[src/rtl/duty_ramp.sv]
// rtl/duty_ramp.sv - soft-start / slew-rate limiter feeding the PWM duty input
//
// Steps the registered duty toward an accepted target by STEP once every
// RAMP_DIV PWM periods. The internal period counter matches the PWM counter,
// so every duty change becomes visible on the first cycle of a PWM period.
//
// Ports:
//   clk           in   single clock
//   rst_n         in   asynchronous active-low reset
//   target        in   requested duty (8 bits)
//   target_valid  in   target is presented
//   target_ready  out  a target can be accepted (idle)
//   enable        in   low freezes an in-progress ramp
//   duty          out  registered duty to the PWM (8 bits)
//   busy          out  a ramp is in progress
//   period_start  out  one-cycle pulse on the first cycle of each PWM period
//   done          out  one-cycle pulse when duty reaches the accepted target
module duty_ramp #(
  parameter int CLK_FREQ = 50_000_000,
  parameter int PWM_FREQ = 20_000,
  parameter int RAMP_DIV = 4,
  parameter int STEP     = 1
) (
  input  logic       clk,
  input  logic       rst_n,
  input  logic [7:0] target,
  input  logic       target_valid,
  output logic       target_ready,
  input  logic       enable,
  output logic [7:0] duty,
  output logic       busy,
  output logic       period_start,
  output logic       done
);

  localparam int COUNTER_MAX = CLK_FREQ / PWM_FREQ;
  localparam int CW = $clog2(COUNTER_MAX);
  // A one-period divider still needs a 1-bit register to keep widths legal.
  localparam int DW = (RAMP_DIV > 1) ? $clog2(RAMP_DIV) : 1;
  localparam logic [CW-1:0] CNT_LAST = CW'(COUNTER_MAX - 1);
  localparam logic [DW-1:0] DIV_LAST = DW'(RAMP_DIV - 1);
  localparam logic [8:0]    STEP9    = 9'(STEP);
  localparam logic [7:0]    STEP8    = 8'(STEP);

  typedef enum logic {IDLE, RAMP} state_t;

  state_t          state, state_next;
  logic [CW-1:0]   cnt;
  logic [DW-1:0]   div, div_next;
  logic [7:0]      tgt_q, tgt_next;
  logic [7:0]      duty_next;
  logic            done_next;
  logic            tick;
  logic [8:0]      diff;
  logic [8:0]      mag;

  assign tick = (cnt == CNT_LAST);

  // 9-bit two's-complement difference; bit 8 set means the target is below duty.
  assign diff = {1'b0, tgt_q} - {1'b0, duty};
  assign mag  = diff[8] ? (~diff + 9'd1) : diff;

  assign target_ready = (state == IDLE);
  assign busy         = (state == RAMP);

  // Free-running PWM period counter, independent of enable and state.
  always_ff @(posedge clk or negedge rst_n) begin
    if (!rst_n) begin
      cnt          <= '0;
      period_start <= 1'b0;
    end else begin
      cnt          <= tick ? '0 : cnt + CW'(1);
      period_start <= tick;
    end
  end

  always_ff @(posedge clk or negedge rst_n) begin
    if (!rst_n) begin
      state <= IDLE;
      div   <= '0;
      tgt_q <= 8'd0;
      duty  <= 8'd0;
      done  <= 1'b0;
    end else begin
      state <= state_next;
      div   <= div_next;
      tgt_q <= tgt_next;
      duty  <= duty_next;
      done  <= done_next;
    end
  end

  always_comb begin
    state_next = state;
    div_next   = div;
    tgt_next   = tgt_q;
    duty_next  = duty;
    done_next  = 1'b0;
    case (state)
      IDLE: begin
        if (target_valid) begin
          tgt_next = target;
          div_next = '0;
          if (target == duty) begin
            done_next = 1'b1;
          end else begin
            state_next = RAMP;
          end
        end
      end
      RAMP: begin
        if (enable && tick) begin
          if (div == DIV_LAST) begin
            div_next = '0;
            // Within one step of the target: land exactly, never overshoot or wrap.
            if (mag <= STEP9) begin
              duty_next  = tgt_q;
              state_next = IDLE;
              done_next  = 1'b1;
            end else if (diff[8]) begin
              duty_next = duty - STEP8;
            end else begin
              duty_next = duty + STEP8;
            end
          end else begin
            div_next = div + DW'(1);
          end
        end
      end
      default: state_next = IDLE;
    endcase
  end

endmodule

[config.mk]
export PLATFORM = sky130hd
export DESIGN_NAME = duty_ramp
export DESIGN_NICKNAME = d
export VERILOG_FILES = /design/src/rtl/duty_ramp.sv
export SDC_FILE = /design/constraint.sdc
export NUM_CORES = 1
export LEC_CHECK = 0
export BUFFER_PORTS_ARGS = -buffer_cell sky130_fd_sc_hd__buf_2
export CAP_MARGIN = 5
export CORE_MARGIN = 3
export CORE_UTILIZATION = 55
export DETAILED_ROUTE_END_ITERATION = 10
export PLACE_DENSITY = 0.71
export SYNTH_ARGS = -nofsm -noshare
export SYNTH_HDL_FRONTEND = slang
export SYNTH_SLANG_ARGS = --single-unit
[constraint.sdc]
create_clock -name clk -period 5 [get_ports clk]
set_clock_uncertainty 0.1 [all_clocks]
set_input_delay 0.5 -clock clk [delete_from_list [all_inputs] [get_ports clk]]
set_output_delay 0.5 -clock clk [all_outputs]
set_load 0.01 [all_outputs]
==> results.json, run 1 <==
{
  "outcome": "finished clean",
  "dpl-instance-area_um2": 2610,
  "power_leakage_nw": 1.24,
  "multiInputGateArea_um2": 1530,
  "r2r_start": "tgt_q[0]$_DFFE_PN0P_",
  "synth_most_common_cell": "dfrtp_1",
  "required_ns": 5.13,
  "r2r-end": "duty[7]$_DFFE_PN0P_",
  "cts_buffers": 5,
  "synthTopCellsByArea": "dfrtp_1 33%, ha_1 8.6%, xnor2_1 5.3%",
  "synthTopCellsByCount": "33 x dfrtp_1, 26 x nand2_1, 19 x inv_1, 19 x nor2_1",
  "path_class": "reg -> reg",
  "core_area_um2": 4170,
  "grt_use_met1": 0.334,
  "drive_above_1_share": 0.183,
  "track_usage": 0.221,
  "cts_tree": "yes",
  "setup_tns_ns": 0,
  "slew_violations": 0,
  "reg2reg_slack_ns": 0.63,
  "grt_busiest_layer": "met1",
  "fin_crit_ns": 4.37,
  "gr-total-overflow": 0,
  "worstPathArrival_ns": 4.50,
  "crit_chain": "inv_1, ha_1, inv_1, fa_1, a211oi_2, o21a_1, o21ai_2, a21o_2, inv_1, ha_1, a21o_1, a21oi_1, o21bai_1, a2111oi_1, nor3_1, or4_1, o2bb2ai_1, nand2_1",
  "irDropWorstVdd_uv": 166,
  "ios": 24,
  "grt_util_met3": 0.0372,
  "synth_edf_count": 0,
  "root_buffer": "clkbuf_8",
  "rsz0062_at_grt": "false",
  "path_buf_inv": 3,
  "vias_per_cell": 5.96,
  "synth_top_area_cell": "dfrtp_1",
  "worst_path_largest_cell_delay_ns": 0.50,
  "hold_buffers": 0,
  "synth_ff_type": "dfrtp_1",
  "synth_top_area_frac": 0.332,
  "grt_max_degree": 34,
  "yosysWarnings": 0,
  "cp-end-kind": "flop",
  "synthCells": 268,
  "synth.distinct_cells": 62,
  "wl_per_cell_um": 15.5,
  "grt_use_met2": 0.320,
  "p_per_area_nw_per_um2": 268,
  "start_kind": "flop",
  "dp_hpwl_mm": 4.01,
  "nFillCells": 353,
  "path_common_cell": "inv_1",
  "yosys_register_bits": 33,
  "ant_nets": 0,
  "via_count": 2028,
  "synth_async_sr_flop_share": 1.00,
  "nets": 321,
  "grt_pass1_wl_mm": 9.09,
  "hold_viol": 0,
  "fmax_mhz": 229,
  "dr.pass1.iters": 4,
  "cpMaxStageDelayCell": "a2111oi_1",
  "finalSetupViolCount": 0,
  "tightest_slew_ns": 0.904,
  "syn-cell-area_um2": 2490,
  "die_h_um": 73.2,
  "r2r_cells": 18,
  "drtIter0Drc": 99,
  "port_buffers": 23,
  "place_congestion": 0.877,
  "clkSinkCount": 33,
  "ctsResizeCount": 0,
  "totalWireLength_mm": 5.29,
  "clockBufferDepth": 2,
  "grt_pass1_vias": 1889,
  "regArea_um2": 826,
  "dieArea_um2": 5360,
  "core.rowCount": 23,
  "cts_setup_buffers": 0,
  "area_delta_synth_final_pct": 8.46,
  "maxCapViolCount": 0,
  "insertion_delay_ns": 0.29,
  "start_util": 0.596,
  "cp_top_family": "compound AO/OA/AOI/OAI gates",
  "clk_pin_slew_worst_paths_ns": 0.07,
  "htreeDepth": 2,
  "antenna_found_initial": 0,
  "avgSynthCellArea_um2": 9.28,
  "diodes": 0,
  "postLayoutCellArea_um2": 2700,
  "ys_seq_area_frac": 0.332,
  "slew_headroom": 0.396,
  "syn_nets": 299,
  "drc": 0,
  "dieWidth_um": 73.2,
  "hp-class": "in -> async",
  "crit_fanout": 7,
  "fin_crit_sh": 0.874
}
placed cells by master (no fill, tap or decap), types with 5 or more instances in the layout:
master,synthesis,layout
buf_2,1,23
a21oi_1,7,7
dfrtp_1,33,33
o21ai_0,9,9
nor2_1,19,19
o211ai_1,6,6
or3_1,5,5
mux2_2,7,7
inv_1,19,19
xor2_1,11,11
clkbuf_8,0,6
nand3_1,17,17
xnor2_1,15,15
ha_1,17,17
nand2_1,26,26
how the worst max path moves through the flow:
stage | startpoint | to | slack [ns] | cells after the start
after global placement | tgt_q[0]$_DFFE_PN0P_ | duty[7]$_DFFE_PN0P_ | 0.73 | 18
after floorplan | duty[0]$_DFFE_PN0P_ | duty[7]$_DFFE_PN0P_ | 0.97 | 17
after global routing | tgt_q[0]$_DFFE_PN0P_ | duty[7]$_DFFE_PN0P_ | 0.29 | 18
after detailed placement | tgt_q[0]$_DFFE_PN0P_ | duty[7]$_DFFE_PN0P_ | 0.68 | 18
final | tgt_q[0]$_DFFE_PN0P_ | duty[7]$_DFFE_PN0P_ | 0.63 | 18
after CTS | tgt_q[0]$_DFFE_PN0P_ | duty[7]$_DFFE_PN0P_ | 0.64 | 18
kinds of logic (layout without fill, tap and decap cells):
logic type | count (synthesis) | in the layout | share of synthesized area
compound gates | 53 | 53 | 0.166
xor+xnor | 27 | 27 | 0.0981
fa+ha+maj | 19 | 19 | 0.102
buf+inv | 27 | 49 | 0.0518
flops | 33 | 33 | 0.332
mux | 9 | 9 | 0.0448
simple gates | 100 | 100 | 0.206
flip-flops by register name (all words and copies together), names as in the netlist:
register / flops
done: 1
div: 2
period_start: 1
busy: 1
cnt: 12
duty: 8
tgt_q: 8
report_power, final:
| group | leakage (nW) | total (mW) | internal [mW] | switching [mW] |
|---|---|---|---|---|
| Clock | 0.0433 | 0.206 | 0.109 | 0.0971 |
| Sequential | 0.418 | 0.284 | 0.275 | 0.00919 |
| Combinational | 0.776 | 0.234 | 0.0963 | 0.138 |
through the flow:
step                      hold slack (ns)  instances  setup slack, ns  total power [mW]  utilization
after floorplan                     0.104        268            0.972             0.479            -
after global placement              0.360        333            0.730             0.518        0.625
after detailed placement            0.364        333            0.680             0.521        0.625
after CTS                           0.196        340            0.637             0.730        0.646
after global routing                0.224        340            0.294             0.767        0.646
final                               0.179        340            0.628             0.724        0.646
final cells by class:
class                   instances  area share
multi-input cells             208       0.568
flip-flops and latches         33       0.306
repair buffers                 23      0.0427
clock buffers                   6      0.0306
inverters                      19      0.0265
well taps                      50      0.0232
clock inverters                 1     0.00278
routing by layer:
metal  up-vias  part of all wire
met1       979              0.52
met4         0             0.013
met5         -                 0
met3         7             0.040
met2        40              0.43
li1       1002                 -
No activity file was read; power rests on OpenSTA's default activity.
==> inputs of run 2 (changes only) <==
- CORE_ASPECT_RATIO: not set -> 1.1
==> run 2 against run 1 <==
Worst hold slack worse by 0.0083 ns. Critical path depth unchanged. Die area about the same. Sequential power about the same. Clock-buffer cell count up 1. Sequential share of layout area down 0.18 points. Critical endpoint unchanged. Clock power up 8%. Combinational power about the same. Core utilization down 1.8 points. Cell count up 1.5%.
==> results.json, run 2 (synthesis gave the netlist of run 1 again) <==
{
  "outcome": "finished clean",
  "clk_pin_slew_worst_paths_ns": 0.07,
  "totalWireLength_mm": 5.19,
  "crit_fanout": 7,
  "crit_chain": "inv_1, ha_1, inv_1, fa_1, a211oi_2, o21a_1, o21ai_2, a21o_2, inv_1, ha_1, a21o_1, a21oi_1, o21bai_1, a2111oi_1, nor3_1, or4_1, o2bb2ai_1, nand2_1",
  "dp_hpwl_mm": 3.94,
  "track_usage": 0.206,
  "antenna_found_initial": 0,
  "fin_crit_sh": 0.865,
  "path_class": "reg -> reg",
  "cp-end-kind": "flop",
  "cts_tree": "yes",
  "ctsResizeCount": 0,
  "area_delta_synth_final_pct": 9.11,
  "worst_path_largest_cell_delay_ns": 0.49,
  "port_buffers": 23,
  "p_int_uw": 495,
  "grt_pass1_vias": 1903,
  "slew_headroom": 0.276,
  "largest_register_ffs": 12,
  "slew_violations": 0,
  "power_leakage_nw": 1.25,
  "clock_power_share": 0.301,
  "drc": 0,
  "ant_nets": 0,
  "r2r-end": "duty[7]$_DFFE_PN0P_",
  "htreeDepth": 2,
  "dpl-instance-area_um2": 2610,
  "power_switching_uw": 242,
  "nets": 321,
  "maxCapViolCount": 0,
  "grt_max_degree": 34,
  "final_common_cell": "dfrtp_1",
  "clockBufferDepth": 2,
  "fin_crit_ns": 4.33,
  "dieWidth_um": 70.1,
  "path_common_cell": "inv_1",
  "setup_tns_ns": 0,
  "reg2reg_slack_ns": 0.67,
  "root_buffer": "clkbuf_8",
  "core_area_um2": 4320,
  "via_count": 2019,
  "drtIter0Drc": 147,
  "place_congestion": 0.865,
  "r2r_cells": 18,
  "vias_per_cell": 5.85,
  "hold_viol": 0,
  "top_regs": "cnt x12, duty x8, tgt_q x8",
  "clkSinkCount": 33,
  "core.rowCount": 25,
  "cts_setup_buffers": 0,
  "grt_pass1_wl_mm": 8.98,
  "postLayoutCellArea_um2": 2710,
  "rsz0062_at_grt": "false",
  "final_cell_mix": "33 x dfrtp_1, 26 x nand2_1, 23 x buf_2",
  "insertion_delay_ns": 0.29,
  "start_kind": "flop",
  "swShare": 0.328,
  "die_h_um": 76.5,
  "start_util": 0.576,
  "diodes": 0,
  "dieArea_um2": 5360,
  "dr.pass1.iters": 5,
  "top_register": "cnt",
  "tightest_slew_ns": 1.08,
  "finalSetupViolCount": 0,
  "worstPathArrival_ns": 4.46,
  "hold_buffers": 0,
  "p_per_area_nw_per_um2": 272,
  "cts_buffers": 5,
  "p_seq_frac": 0.383,
  "wl_per_cell_um": 15.0,
  "r2r_start": "tgt_q[0]$_DFFE_PN0P_",
  "required_ns": 5.13,
  "irDropWorstVdd_uv": 149,
  "power_frac_comb": 0.316,
  "ios": 24,
  "fmax_mhz": 231,
  "hp-class": "in -> async",
  "cpMaxStageDelayCell": "or4_1",
  "drive_above_1_share": 0.186,
  "gr-total-overflow": 0
}
## run 2: per-layer routing
metal  vias up  share of wire  wire, um  track usage
li1       1001              -         -            -
met1       969           0.50      2610        0.303
met2        42           0.44      2300        0.310
met3         7          0.047       242       0.0396
met4         0         0.0077        40       0.0517
met5         -              0         0            0
## run 2: critical path, delay by kind of cell (launching register included)
| kind | cells | cell delay [ns] |
|---|---|---|
| buffers and inverters | 3 | 0.34 |
| AOI/OAI and AO/OA | 9 | 1.91 |
| DFF | 1 | 0.38 |
| and+or+nand+nor | 3 | 0.68 |
| adders and majority gates | 3 | 0.86 |
## run 2: worst max path at each step
stage,start,endpoint,slack [ns],depth (start not counted)
after global routing,tgt_q[0]$_DFFE_PN0P_,duty[7]$_DFFE_PN0P_,0.30,18
after CTS,tgt_q[0]$_DFFE_PN0P_,duty[7]$_DFFE_PN0P_,0.65,18
after detailed placement,duty[0]$_DFFE_PN0P_,duty[7]$_DFFE_PN0P_,0.68,17
after global placement,tgt_q[0]$_DFFE_PN0P_,duty[7]$_DFFE_PN0P_,0.79,18
after floorplan,duty[0]$_DFFE_PN0P_,duty[7]$_DFFE_PN0P_,0.97,17
final,tgt_q[0]$_DFFE_PN0P_,duty[7]$_DFFE_PN0P_,0.67,18
## run 2: final cells by class
type	instances	area (um2)
fillers	374	1600
multi-input cells	208	1530
flip-flops and latches	33	826
repair buffers	23	115
clock buffers	7	96.3
inverters	19	71.3
well taps	54	67.6
clock inverters	1	5.00
## run 2: power groups by stage
stage	sequential (mW)	clock [mW]	combinational (mW)
2_1_floorplan	0.285	0	0.195
3_3_place_gp	0.287	0	0.229
3_5_place_dp	0.288	0	0.230
4_1_cts	0.283	0.226	0.232
5_1_grt	0.283	0.237	0.258
6_report	0.282	0.222	0.233
## run 2: per-stage QoR
| step | setup WS, ns | hold slack [ns] | instances | utilization | total power, mW |
|---|---|---|---|---|---|
| CTS | 0.646 | 0.197 | 345 | 0.628 | 0.740 |
| global placement | 0.787 | 0.364 | 337 | 0.605 | 0.516 |
| floorplan | 0.972 | 0.104 | 268 | - | 0.479 |
| global route | 0.304 | 0.216 | 345 | 0.628 | 0.778 |
| finish | 0.673 | 0.171 | 345 | 0.628 | 0.737 |
| detailed placement | 0.681 | 0.374 | 337 | 0.605 | 0.517 |
==> inputs of run 3 (changes only) <==
- CORE_UTILIZATION: 55 -> 60
- PLACE_DENSITY: 0.71 -> 0.77
==> run 3 against run 2 <==
Cell count decreased by 1.2%. Critical path type unchanged. Highest routed layer unchanged. Die area down 7.7%. Sequential power hardly changed.
==> results.json, run 3 (synthesis gave the netlist of run 1 again) <==
{
  "outcome": "finished clean",
  "grt_pass1_vias": 1891,
  "hold_viol": 0,
  "final_cell_mix": "33 x dfrtp_1, 26 x nand2_1, 23 x buf_2",
  "nFillCells": 312,
  "crit_chain": "inv_1, ha_1, inv_1, fa_1, a211oi_2, o21a_1, o21ai_2, a21o_2, inv_1, ha_1, a21o_1, a21oi_1, o21bai_1, a2111oi_1, nor3_1, or4_1, o2bb2ai_1, nand2_1",
  "hp-class": "in -> async",
  "tightest_slew_ns": 0.983,
  "totalWireLength_mm": 5.29,
  "grt_max_degree": 34,
  "start_kind": "flop",
  "cts_tree": "yes",
  "fin_crit_ns": 4.37,
  "slew_headroom": 0.344,
  "htreeDepth": 2,
  "cts_setup_buffers": 0,
  "slew_violations": 0,
  "regArea_um2": 826,
  "fmax_mhz": 229,
  "finalSetupViolCount": 0,
  "cts_buffers": 5,
  "worstPathArrival_ns": 4.51,
  "drive_above_1_share": 0.182,
  "antenna_found_initial": 0,
  "hold_buffers": 0,
  "reg2reg_slack_ns": 0.63,
  "via_count": 2001,
  "vias_per_cell": 5.87,
  "r2r-end": "duty[7]$_DFFE_PN0P_",
  "ant_nets": 0,
  "maxCapViolCount": 0,
  "place_congestion": 0.896,
  "power_leakage_nw": 1.25,
  "clkSinkCount": 33,
  "grt_pass1_wl_mm": 8.76,
  "r2r_cells": 18,
  "gr-total-overflow": 0,
  "wl_per_cell_um": 15.5,
  "die_h_um": 73.5,
  "core.rowCount": 23,
  "path_buf_inv": 3,
  "core_area_um2": 3800,
  "track_usage": 0.236,
  "top_regs": "cnt x12, duty x8, tgt_q x8",
  "multiInputGateArea_um2": 1530,
  "cpMaxStageDelayCell": "a2111oi_1",
  "final_common_cell": "dfrtp_1",
  "dr.pass1.iters": 4,
  "nets": 321,
  "required_ns": 5.13,
  "dpl-instance-area_um2": 2610,
  "start_util": 0.654,
  "insertion_delay_ns": 0.29,
  "dp_hpwl_mm": 3.90,
  "worst_path_largest_cell_delay_ns": 0.49,
  "drc": 0,
  "largest_register_ffs": 12,
  "irDropWorstVdd_uv": 215,
  "drtIter0Drc": 104,
  "clk_pin_slew_worst_paths_ns": 0.07,
  "top_register": "cnt",
  "setup_tns_ns": 0,
  "rsz0062_at_grt": "false",
  "clockBufferDepth": 2,
  "dieArea_um2": 4950,
  "dieWidth_um": 67.4,
  "path_common_cell": "inv_1",
  "ctsResizeCount": 0,
  "cp-end-kind": "flop",
  "root_buffer": "clkbuf_8",
  "fin_crit_sh": 0.874,
  "r2r_start": "tgt_q[0]$_DFFE_PN0P_",
  "path_depth": 18,
  "ios": 24,
  "diodes": 0,
  "postLayoutCellArea_um2": 2720,
  "path_class": "reg -> reg",
  "area_delta_synth_final_pct": 9.51,
  "port_buffers": 23,
  "cp_top_family": "compound AO/OA/AOI/OAI gates",
  "p_per_area_nw_per_um2": 287,
  "crit_fanout": 7
}
==> run 3: cell count changes in the layout (fill, tap and decap cells not counted), sizes merged <==
cell / change
clkinv: -1
bufinv: +1
==> run 3: worst max path at each step <==
| stage | from | to | slack, ns |
|---|---|---|---|
| floorplan | duty[0]$_DFFE_PN0P_ | duty[7]$_DFFE_PN0P_ | 0.97 |
| global placement | tgt_q[0]$_DFFE_PN0P_ | duty[7]$_DFFE_PN0P_ | 0.75 |
| detailed placement | tgt_q[0]$_DFFE_PN0P_ | duty[7]$_DFFE_PN0P_ | 0.66 |
| CTS | tgt_q[0]$_DFFE_PN0P_ | duty[7]$_DFFE_PN0P_ | 0.66 |
| global route | tgt_q[0]$_DFFE_PN0P_ | duty[7]$_DFFE_PN0P_ | 0.31 |
| finish | tgt_q[0]$_DFFE_PN0P_ | duty[7]$_DFFE_PN0P_ | 0.63 |
==> run 3: where the power goes <==
| part | switching [mW] | leakage [nW] | internal (mW) | total, mW |
|---|---|---|---|---|
| Combinational | 0.138 | 0.776 | 0.0966 | 0.235 |
| Clock | 0.103 | 0.0585 | 0.162 | 0.265 |
| Sequential | 0.00807 | 0.418 | 0.275 | 0.283 |
| Total | 0.249 | 1.25 | 0.534 | 0.783 |
==> run 3: area by class of cell <==
class | instances | area share
Multi-Input combinational cell | 208 | 0.563
Timing Repair Buffer | 23 | 0.0423
Tap cell | 50 | 0.0230
Clock inverter | 1 | 0.0110
Clock buffer | 7 | 0.0317
Sequential cell | 33 | 0.303
Inverter | 19 | 0.0262
==> run 3: metal layers <==
layer,track usage,routed length (um),vias up
met1,0.331,2640,960
met2,0.356,2340,38
met4,0.0608,61,0
met5,0,0,-
li1,-,-,996
met3,0.0688,250,7
==> run 3: metrics by stage <==
step,std cells,power [mW],setup slack (ns),hold slack (ns),utilization
global placement,333,0.515,0.751,0.354,0.686
detailed placement,333,0.520,0.662,0.356,0.686
CTS,341,0.785,0.657,0.188,0.717
global route,341,0.823,0.311,0.209,0.717
finish,341,0.783,0.629,0.160,0.717
floorplan,268,0.479,0.972,0.104,-
